File: src/rtl/dm_ctrl_pkg.sv
// Shared types and default sizing for the data-memory access controller.
package dm_ctrl_pkg;

  localparam int AW      = 16;
  localparam int DW      = 32;
  localparam int RD_WAIT = 1;

  typedef enum logic [2:0] {
    IDLE     = 3'd0,
    RD       = 3'd1,
    WR_SET   = 3'd2,
    WR_PULSE = 3'd3,
    WR_HOLD  = 3'd4,
    VFY      = 3'd5,
    RESP     = 3'd6
  } dm_state_e;

endpackage

File: src/rtl/dm_ctrl_wait_cnt.sv
// Loadable down-counter; done_o is high once the count has drained to zero.
module dm_ctrl_wait_cnt #(
  parameter int CW = 1
) (
  input  logic          clk,
  input  logic          rst,
  input  logic          load_i,
  input  logic [CW-1:0] load_val_i,
  input  logic          en_i,
  output logic          done_o
);

  logic [CW-1:0] cnt_q;
  logic [CW-1:0] cnt_d;

  // next count: load wins over decrement, saturate at zero
  always_comb begin
    cnt_d = cnt_q;
    if (load_i) begin
      cnt_d = load_val_i;
    end else if (en_i && (cnt_q != '0)) begin
      cnt_d = cnt_q - CW'(1);
    end else begin
      cnt_d = cnt_q;
    end
  end

  // count register
  always_ff @(posedge clk or posedge rst) begin
    if (rst) begin
      cnt_q <= '0;
    end else begin
      cnt_q <= cnt_d;
    end
  end

  assign done_o = (cnt_q == '0);

endmodule

File: src/rtl/dm_ctrl.sv
// Data-memory access controller: one load/store per handshake, clean dm_we pulse.
// Optional store read-back verification is enabled by DM_CTRL_WR_VERIFY_EN.
module dm_ctrl #(
  parameter int AW      = dm_ctrl_pkg::AW,
  parameter int DW      = dm_ctrl_pkg::DW,
  parameter int RD_WAIT = dm_ctrl_pkg::RD_WAIT
) (
  input  logic          clk,
  input  logic          rst,
  input  logic          req_valid,
  output logic          req_ready,
  input  logic          req_we,
  input  logic [AW-1:0] req_addr,
  input  logic [DW-1:0] req_wdata,
  output logic          rsp_valid,
  output logic [DW-1:0] rsp_rdata,
  output logic          rsp_err,
  output logic          busy,
  output logic [AW-1:0] read_addr,
  output logic [AW-1:0] write_addr,
  output logic [DW-1:0] write_data,
  output logic          dm_we,
  input  logic [DW-1:0] read_data
);

  import dm_ctrl_pkg::*;

  localparam int            CW      = $clog2(RD_WAIT + 1);
  localparam logic [CW-1:0] RD_LOAD = CW'(RD_WAIT);

  dm_state_e     state_q, state_d;
  logic [AW-1:0] read_addr_q, read_addr_d;
  logic [AW-1:0] write_addr_q, write_addr_d;
  logic [DW-1:0] write_data_q, write_data_d;
  logic [DW-1:0] rsp_rdata_q, rsp_rdata_d;
  logic          rsp_valid_q, rsp_valid_d;
  logic          dm_we_q, dm_we_d;
  logic          busy_q, busy_d;
  logic          req_ready_q, req_ready_d;
  logic          cnt_load_s, cnt_en_s, cnt_done_s;
  logic [CW-1:0] cnt_val_s;
`ifdef DM_CTRL_WR_VERIFY_EN
  // the verify read address only moves at the WR_HOLD edge, so it gets exactly RD_WAIT settle cycles
  localparam logic [CW-1:0] VFY_LOAD = CW'(RD_WAIT - 1);
  logic          rsp_err_q, rsp_err_d;
`endif

  dm_ctrl_wait_cnt #(.CW(CW)) u_wait_cnt (
    .clk        (clk),
    .rst        (rst),
    .load_i     (cnt_load_s),
    .load_val_i (cnt_val_s),
    .en_i       (cnt_en_s),
    .done_o     (cnt_done_s)
  );

  // next-state, memory port and response logic
  always_comb begin
    state_d      = state_q;
    read_addr_d  = read_addr_q;
    write_addr_d = write_addr_q;
    write_data_d = write_data_q;
    rsp_rdata_d  = rsp_rdata_q;
    cnt_load_s   = 1'b0;
    cnt_en_s     = 1'b0;
    cnt_val_s    = RD_LOAD;
`ifdef DM_CTRL_WR_VERIFY_EN
    rsp_err_d    = rsp_err_q;
`endif
    case (state_q)
      IDLE: begin
        if (req_valid) begin
          if (req_we) begin
            write_addr_d = req_addr;
            write_data_d = req_wdata;
            state_d      = WR_SET;
          end else begin
            read_addr_d  = req_addr;
            cnt_load_s   = 1'b1;
            state_d      = RD;
          end
        end else begin
          state_d = IDLE;
        end
      end
      RD: begin
        if (cnt_done_s) begin
          rsp_rdata_d = read_data;
`ifdef DM_CTRL_WR_VERIFY_EN
          rsp_err_d   = 1'b0;
`endif
          state_d     = RESP;
        end else begin
          cnt_en_s = 1'b1;
        end
      end
      WR_SET:   state_d = WR_PULSE;
      WR_PULSE: state_d = WR_HOLD;
      WR_HOLD: begin
`ifdef DM_CTRL_WR_VERIFY_EN
        read_addr_d = write_addr_q;
        cnt_load_s  = 1'b1;
        cnt_val_s   = VFY_LOAD;
        state_d     = VFY;
`else
        rsp_rdata_d = write_data_q;
        state_d     = RESP;
`endif
      end
`ifdef DM_CTRL_WR_VERIFY_EN
      VFY: begin
        if (cnt_done_s) begin
          rsp_rdata_d = read_data;
          rsp_err_d   = (read_data != write_data_q);
          state_d     = RESP;
        end else begin
          cnt_en_s = 1'b1;
        end
      end
`endif
      RESP:    state_d = IDLE;
      default: state_d = IDLE;
    endcase

    // handshake and strobe outputs are registered from the next state
    rsp_valid_d = (state_d == RESP);
    dm_we_d     = (state_d == WR_PULSE);
    busy_d      = (state_d != IDLE);
    req_ready_d = (state_d == IDLE);
  end

  // state and output registers; reset also kills an in-flight dm_we pulse
  always_ff @(posedge clk or posedge rst) begin
    if (rst) begin
      state_q      <= IDLE;
      read_addr_q  <= '0;
      write_addr_q <= '0;
      write_data_q <= '0;
      rsp_rdata_q  <= '0;
      rsp_valid_q  <= 1'b0;
      dm_we_q      <= 1'b0;
      busy_q       <= 1'b0;
      req_ready_q  <= 1'b1;
    end else begin
      state_q      <= state_d;
      read_addr_q  <= read_addr_d;
      write_addr_q <= write_addr_d;
      write_data_q <= write_data_d;
      rsp_rdata_q  <= rsp_rdata_d;
      rsp_valid_q  <= rsp_valid_d;
      dm_we_q      <= dm_we_d;
      busy_q       <= busy_d;
      req_ready_q  <= req_ready_d;
    end
  end

`ifdef DM_CTRL_WR_VERIFY_EN
  // read-back mismatch flag
  always_ff @(posedge clk or posedge rst) begin
    if (rst) begin
      rsp_err_q <= 1'b0;
    end else begin
      rsp_err_q <= rsp_err_d;
    end
  end
  assign rsp_err = rsp_err_q;
`else
  assign rsp_err = 1'b0;
`endif

  assign req_ready  = req_ready_q;
  assign busy       = busy_q;
  assign rsp_valid  = rsp_valid_q;
  assign rsp_rdata  = rsp_rdata_q;
  assign read_addr  = read_addr_q;
  assign write_addr = write_addr_q;
  assign write_data = write_data_q;
  assign dm_we      = dm_we_q;

endmodule

File: config.mk
export PLATFORM = sky130hd
export DESIGN_NAME = dm_ctrl
export DESIGN_NICKNAME = d
export VERILOG_FILES = /design/src/rtl/dm_ctrl_pkg.sv /design/src/rtl/dm_ctrl_wait_cnt.sv /design/src/rtl/dm_ctrl.sv
export SDC_FILE = /design/constraint.sdc
export NUM_CORES = 1
export LEC_CHECK = 0
export ABC_AREA = 0
export CAP_MARGIN = 10
export CORE_MARGIN = 2
export CORE_UTILIZATION = 40
export DETAILED_ROUTE_END_ITERATION = 10
export PLACE_DENSITY = 0.76
export SLEW_MARGIN = 10
export SYNTH_ARGS = -nofsm -noshare
export SYNTH_HDL_FRONTEND = slang
export SYNTH_SLANG_ARGS = --single-unit
File: constraint.sdc
create_clock -name clk -period 4.5 [get_ports clk]
set_clock_uncertainty 0.2 [all_clocks]
set_input_delay 1.35 -clock clk [delete_from_list [all_inputs] [get_ports clk]]
set_output_delay 1.35 -clock clk [all_outputs]
set_load 0.005 [all_outputs]
# Yosys cells after proc, flatten, opt, wreduce, memory -nomap -nowiden
# Index checks and enable logic that the tools add are counted.
# op_classes
n_addsub,1
n_mul,0
n_div,0
n_lt_le_gt_ge,0
n_eq_ne,7
n_shift,0
mux,13
bitwise_logic,1
n_reduce_logical,9
# op_table
cell,count
$pmux 32 s2,1
$mux 32,1
$pmux 3 s5,1
$eq 3x2->1 const B,3
$mux 1,7
$eq 3x3->1 const B,2
$logic_not 3->1,2
$mux 3,2
$reduce_and 3->1,2
$reduce_bool 2->1,2
$eq 3x1->1 const B,1
$reduce_bool 3->1,1
$mux 2,1
$ne 2x2->1 const B,1
$reduce_and 2->1,1
$logic_and 1x1->1,1
$not 1->1,1
$sub 1x1->1 const B,1
# word_totals
ff_bits,104
latchBits,0
ramBits,0
rom_bits,0
in_bits,84
output_inout_bits,101
elab_cells,41
n_memories,0

# Depth between registers and ports, before layout
# Gate-level depths: netlist of run 1.
# logic_depth
depth_word,5
mapped_depth,6
depth_no_buf,3

# Hierarchy
# Synthesis of run 1 repeated with hierarchy kept, for this count alone.
# unflattened
hier_cells,273
hier_area_um2,4423.0
# by_module_without_submodules
module,n_inst,cells_per_inst,area_each_um2,seq_area_each_um2
dm_ctrl,1,268,4374.2,2578.7
dm_ctrl_wait_cnt,1,5,48.8,25.0

# Least setup slack after synthesis of run 1
# No wires, ideal clock.
# synth_path
path_type,input-to-reg
from,in req_valid
to,reg read_addr_q[0] (netlist: read_addr[0])
setup_ps,125
arrival_time_ps,2382
t_required_ps,4175
setup_slack_ps,1793
stages,5
path_buffers,2
path_cell_list,nor4b_4 -> nor2b_1 -> buf_2 -> buf_4 -> mux2_2
# synth_via
elab_chain_len,1
# synth_rtl
item,line,source
"start, declared",dm_ctrl.sv:10,"input logic req_valid,"
$reduce_and 3->1 (no line),n/a,
"end signal, assigned",dm_ctrl.sv:146,read_addr_q <= read_addr_d;
"end, declared",dm_ctrl.sv:32,"logic [AW-1:0] read_addr_q, read_addr_d;"
# No other way between the ends.
# A chain may end at the register's enable or synchronous reset.

# Worst setup path in the final report of run 1
# layout_path
from,in req_valid
to,reg write_data_q[25] (netlist: write_data[25])
# layout_via
elab_chain_len,1
# layout_rtl
item,line,source
$reduce_and 3->1 (no line),n/a,
"end signal, assigned",dm_ctrl.sv:148,write_data_q <= write_data_d;
"end, declared",dm_ctrl.sv:34,"logic [DW-1:0] write_data_q, write_data_d;"
# No other way between the ends.

==> results of run 1 <==
==> state kept, by name (all words and copies together), names as in the netlist <==
register,flops
dm_we,1
busy,1
write_addr,16
req_ready,1
u_wait_cnt.cnt_q,1
rsp_valid,1
write_data,32
read_addr,16
rsp_rdata,32
state_q,3
==> power groups by stage <==
stage	combinational, mW	clock [mW]	sequential (mW)
floorplan	0.895	0	1.70
global placement	1.99	0	1.70
detailed placement	2.04	0	1.73
CTS	2.05	0.545	1.71
global route	2.16	0.584	1.78
finish	2.01	0.522	1.71
==> layout make-up <==
class,count,area share
clock buffers,15,0.0257
inverters,1,0.000968
multi-input cells,149,0.250
flip-flops and latches,104,0.403
well taps,140,0.0271
repair buffers,188,0.293
==> per-stage QoR <==
stage / power, mW / cell area (um^2) / cells
after floorplan: 2.60 / 4340 / 271
after global placement: 3.70 / 6300 / 582
after detailed placement: 3.77 / 6300 / 582
after CTS: 4.31 / 6460 / 597
after global routing: 4.52 / 6460 / 597
final: 4.24 / 6460 / 597
==> worst max path at each step <==
stage	from	end	slack, ns
after floorplan	rst	busy	0.22
after global placement	req_valid	write_data[24]	1.06
after detailed placement	req_valid	write_data[16]	1.03
after CTS	req_valid	write_data[25]	1.42
after global routing	req_valid	write_data[25]	1.29
final	req_valid	write_data[25]	1.43
==> critical path: cells and delay by family <==
family                 cells  cell delay [ns]
buffers and inverters      2             0.78
and+or+nand+nor            2             0.65
muxes                      1             0.29
==> per-layer routing <==
layer / vias up / global-route usage / routed length, um
met4: 0 / 0.0632 / 192
met1: 1460 / 0.207 / 4000
met5: - / 0 / 0
li1: 1320 / - / -
met2: 110 / 0.281 / 4800
met3: 17 / 0.0530 / 843
==> cells in the final DEF (no fill, tap or decap), types with 2 or more instances in the layout <==
| cell | count |
|---|---|
| clkbuf_1 | 4 |
| clkbuf_8 | 11 |
| dfrtp_1 | 103 |
| clkdlybuf4s50_1 | 183 |
| buf_4 | 3 |
| mux2_2 | 125 |
| mux2_1 | 3 |
| nor2b_1 | 2 |
| buf_12 | 2 |
| nand2b_1 | 3 |
==> cells by family (layout without fill, tap and decap cells) <==
| group | count (synthesis) | count (layout) | synth area share |
|---|---|---|---|
| flip-flops | 104 | 104 | 0.599 |
| multiplexers | 129 | 129 | 0.334 |
| AO/OA/AOI/OAI | 7 | 7 | 0.0130 |
| AND/OR/NAND/NOR | 12 | 12 | 0.0228 |
| buffers and inverters | 18 | 204 | 0.0300 |
| other | 1 | 1 | 0.000863 |
==> impl_metrics.py, run 1 <==
metrics = {
    "run_status": {
        "outcome": "finished, final reports clean",
    },
    "clock_network": {
        "cts_tree": "yes",
        "cts_max_path_buffers": 2,
        "cts_hold_buf": 0,
        "worstSkewPairLatency_ns": 0.35,
        "post_cts_resized": 0,
        "cts_htree_levels": 3,
        "cts_root_buf": "clkbuf_8",
        "cts_setup_buffers": 0,
        "cts.clk_slew.worst_paths_ns": 0.09,
        "cts.sinks": 104,
        "cts_buffers": 9,
    },
    "worst_setup_path": {
        "r2r-end": "rsp_rdata[5]",
        "path_max_fanout": 26,
        "slowest_stage": "clkdlybuf4s50_1",
        "worstSetupPathType": "in2reg",
        "cp_data_required_time_ns": 4.54,
        "critPathCaptureType": "flip-flop",
        "r2r_start": "state_q[2]",
        "arrival_ns": 3.11,
        "reg2reg_slack_ns": 1.74,
        "critPathMaxStageDelay_ns": 0.47,
        "startpoint_type": "input port",
        "r2r.worst_path.cells": 4,
        "cp_cell_sequence": "clkdlybuf4s50_1 -> nor4b_4 -> nand2_2 -> buf_12 -> mux2_2",
    },
    "synth": {
        "synth_top_flop_cell": "dfrtp_1",
        "yosysTopAreaCell": "dfrtp_1",
        "ys_seq_elements": 104,
        "yosysSeqAreaShare": 0.599,
        "syn-instance-count": 271,
        "synth.area.top_cells": "dfrtp_1 59%, mux2_2 32%, buf_6 1.3%, buf_2 0.92%, mux2_1 0.78%",
        "ys_types": 26,
        "ys_warn_count": 0,
        "synth-edff-count": 0,
        "yosysMostFrequentCell": "mux2_2",
        "synth_area_um2": 4340,
        "syn_nets": 355,
        "synth_common_cells": "125 x mux2_2, 103 x dfrtp_1, 8 x buf_2",
        "synth_top_area_share": 0.593,
        "synthArstFlopShare": 1.00,
        "synth.avg_cell_area_um2": 16.0,
    },
    "die": {
        "num_rows": 38,
        "dieArea_um2": 11700,
        "die_h_um": 108,
        "initial_core_util": 0.406,
        "fp.dieW_um": 108,
        "core-area_um2": 10700,
        "io_pins": 185,
    },
    "pwr": {
        "clkPwrFrac": 0.123,
        "switching_share": 0.282,
        "vdd.ir_drop.worst_v": 0.000297,
        "p_int_mw": 3.04,
        "pwr-share-comb": 0.473,
        "leakagePower_nw": 2.66,
        "pwr-share-seq": 0.404,
        "p_sw_mw": 1.20,
        "p_per_area_nw_per_um2": 656,
    },
    "drt": {
        "drt_iter0_markers": 70,
        "dr.pass1.iters": 4,
        "via_per_inst": 4.87,
        "drc": 0,
        "vias": 2907,
        "ant_nets": 0,
        "routed_wl_um": 9830,
        "wl_per_cell_um": 16.5,
    },
    "sta": {
        "setup_slack_ns": 1.43,
        "post-route-period-util": 0.683,
        "rsz0062_at_grt": "no",
        "fin_tns_setup_ns": 0,
        "max_freq_ghz": 0.325,
        "min_period_ns": 3.07,
        "slew_viol_final": 0,
        "setup_viol": 0,
        "timing.hold.ws_ns": 0.295,
        "final-hold-violation-count": 0,
        "max-slew-margin-rel": 0.383,
        "worst_pin_slew_ns": 0.925,
    },
    "cells_and_area": {
        "nets": 537,
        "n_antenna_cell": 0,
        "multiInputGateArea_um2": 1620,
        "fillerInstances": 870,
        "regArea_um2": 2600,
        "drive_gt1_frac": 0.324,
        "final_util": 0.604,
        "syn_to_final_growth_pct": 48.8,
    },
    "worst_hold_path": {
        "min_from": "rsp_rdata[26]",
        "hold_class": "reg2reg",
        "worstHoldEndpoint": "rsp_rdata[26]",
        "hold_depth": 1,
    },
    "placed_design": {
        "io_buffers": 183,
        "gp_congestion": 0.740,
        "hpwl_um": 7150,
        "pre_cts_slack_ns": 1.03,
    },
    "global_routing": {
        "antenna_found_initial": 0,
        "grt_pass1_vias": 3088,
        "grt_pass1_wl_um": 15400,
        "grt_max_degree": 54,
        "grt-ovfl-total": 0,
        "gr-usage-all-layers": 0.169,
    },
    "job": {
        "max_cap_violations": 0,
    },
}
Note: power is estimated with default switching activity, not from simulation.
==> inputs of run 2 (changes only) <==
--- a/config.mk
+++ b/config.mk
@@ -8,7 +8,7 @@
 export ABC_AREA = 0
 export CAP_MARGIN = 10
 export CORE_MARGIN = 2
-export CORE_UTILIZATION = 40
+export CORE_UTILIZATION = 38
 export DETAILED_ROUTE_END_ITERATION = 10
 export PLACE_DENSITY = 0.76
 export SLEW_MARGIN = 10
==> constraint.sdc (replaced) <==
create_clock -name clk -period 2.55 [get_ports clk]
set_clock_uncertainty 0.2 [all_clocks]
set_input_delay 0.765 -clock clk [delete_from_list [all_inputs] [get_ports clk]]
set_output_delay 0.765 -clock clk [all_outputs]
set_load 0.005 [all_outputs]
==> run 2 against run 1 <==
  * First-iteration DRC count shrank 11%
  * Final cell count grew 1.7%
  * Sequential power grew 77%
  * Sequential share of layout area shrank 1.4 points
  * Utilization shrank 0.97 points
  * Hold slack lost 0.011 ns
  * Critical path type is now reg2out
==> impl_metrics.py, run 2 (synthesis gave the netlist of run 1 again) <==
metrics = {
    "drt": {
        "wl_per_cell_um": 16.2,
        "dr.pass1.iters": 4,
        "routed_wl_um": 9850,
        "via_per_inst": 4.74,
        "ant_nets": 0,
        "drt_iter0_markers": 62,
        "vias": 2879,
        "drc": 0,
    },
    "worst_setup_path": {
        "slowest_stage": "dfstp_2",
        "critPathCaptureType": "output port",
        "cp_data_required_time_ns": 1.59,
        "critPathTopFamily": "flip-flops",
        "arrival_ns": 1.35,
        "worstSetupPathType": "reg2out",
        "path_max_fanout": 1,
        "critPathBufInv": 1,
        "cp_cell_sequence": "clkdlybuf4s50_1",
        "startpoint_type": "flip-flop",
        "critPathMaxStageDelay_ns": 0.51,
    },
    "pwr": {
        "p_per_area_nw_per_um2": 1190,
        "pwr-share-seq": 0.378,
        "pwr-share-comb": 0.457,
        "p_sw_mw": 2.20,
        "switching_share": 0.276,
        "leakagePower_nw": 2.76,
        "vdd.ir_drop.worst_v": 0.000598,
        "p_int_mw": 5.79,
        "clkPwrFrac": 0.165,
    },
    "die": {
        "fp.dieW_um": 111,
        "num_rows": 39,
        "dieArea_um2": 12300,
        "initial_core_util": 0.385,
        "core-area_um2": 11300,
        "die_h_um": 111,
        "io_pins": 185,
    },
    "clock_network": {
        "cts.clk_slew.worst_paths_ns": 0.06,
        "cts_root_buf": "clkbuf_16",
        "cts_max_path_buffers": 2,
        "post_cts_resized": 0,
        "cts_buffers": 9,
        "cts_htree_levels": 3,
        "worstSkewPairLatency_ns": 0.33,
        "cts_setup_buffers": 0,
        "cts_tree": "yes",
        "cts_hold_buf": 0,
        "cts.sinks": 104,
    },
    "cells_and_area": {
        "final_cell_mix": "183 x clkdlybuf4s50_1, 125 x mux2_2, 103 x dfrtp_1, 9 x clkbuf_16, 7 x buf_12",
        "n_antenna_cell": 0,
        "nets": 543,
        "final_util": 0.595,
        "syn_to_final_growth_pct": 54.3,
        "mostFrequentLayoutCell": "clkdlybuf4s50_1",
        "drive_gt1_frac": 0.341,
        "fin_cells": 607,
    },
    "global_routing": {
        "grt_max_degree": 54,
        "grt-ovfl-total": 0,
        "grt_pass1_wl_um": 16200,
        "gr-usage-all-layers": 0.162,
        "grt_pass1_vias": 3230,
        "antenna_found_initial": 0,
    },
    "sta": {
        "timing.hold.ws_ns": 0.284,
        "max_freq_ghz": 0.432,
        "setup_slack_ns": 0.236,
        "setup_viol": 0,
        "final-hold-violation-count": 0,
        "post-route-period-util": 0.908,
        "min_period_ns": 2.31,
        "slew_viol_final": 0,
        "rsz0062_at_grt": "no",
    },
    "worst_hold_path": {
        "hold_class": "reg2reg",
    },
    "job": {
        "max_cap_violations": 0,
    },
    "placed_design": {
        "gp_congestion": 0.776,
        "dp.cells": 591,
        "pre_cts_slack_ns": -0.0531,
        "hpwl_um": 7230,
        "io_buffers": 183,
    },
    "run_status": {
        "outcome": "finished, final reports clean",
    },
}
-- run 2: through the flow --
step / TNS, ns / total power [mW] / area, um^2
global route: 0 / 8.50 / 6700
floorplan: 0 / 4.59 / 4350
detailed placement: -0.689 / 6.77 / 6410
global placement: -0.123 / 6.65 / 6410
finish: 0 / 7.99 / 6700
CTS: 0 / 8.12 / 6700
-- run 2: layout make-up --
| cell class | count | area, um^2 |
|---|---|---|
| Multi-Input combinational cell | 149 | 1620 |
| Timing Repair Buffer | 194 | 2000 |
| Sequential cell | 104 | 2600 |
| Inverter | 1 | 7.51 |
| Clock buffer | 12 | 256 |
| Fill cell | 931 | 4570 |
| Tap cell | 143 | 179 |
| Clock inverter | 4 | 35.0 |
-- run 2: routing by layer --
| layer | up-vias | global-route usage | part of all wire |
|---|---|---|---|
| met4 | 0 | 0.0500 | 0.018 |
| met2 | 112 | 0.274 | 0.49 |
| li1 | 1335 | - | - |
| met3 | 14 | 0.0492 | 0.073 |
| met1 | 1418 | 0.201 | 0.42 |
| met5 | - | 0 | 0 |
-- run 2: path summary, 6_finish.rpt --
kind | depth (start not counted) | slack [ns] | start | end
hold reg to reg | 1 | 0.28 | rsp_rdata[26] | rsp_rdata[26]
setup / recovery | 1 | 0.24 | req_ready | req_ready
max in group asynchronous | 3 | 1.13 | rst | req_ready
hold / removal | 1 | 0.28 | rsp_rdata[26] | rsp_rdata[26]
setup reg to reg | 4 | 0.45 | state_q[0] | rsp_rdata[19]
min in group asynchronous | 3 | 0.73 | rst | rsp_rdata[6]
-- run 2: power by group through the flow --
stage	Sequential (mW)	Clock (mW)	Combinational (mW)
after global placement	3.00	0	3.64
after floorplan	3.01	0	1.58
after CTS	3.03	1.37	3.73
after global routing	3.14	1.44	3.92
after detailed placement	3.06	0	3.71
final	3.02	1.32	3.65
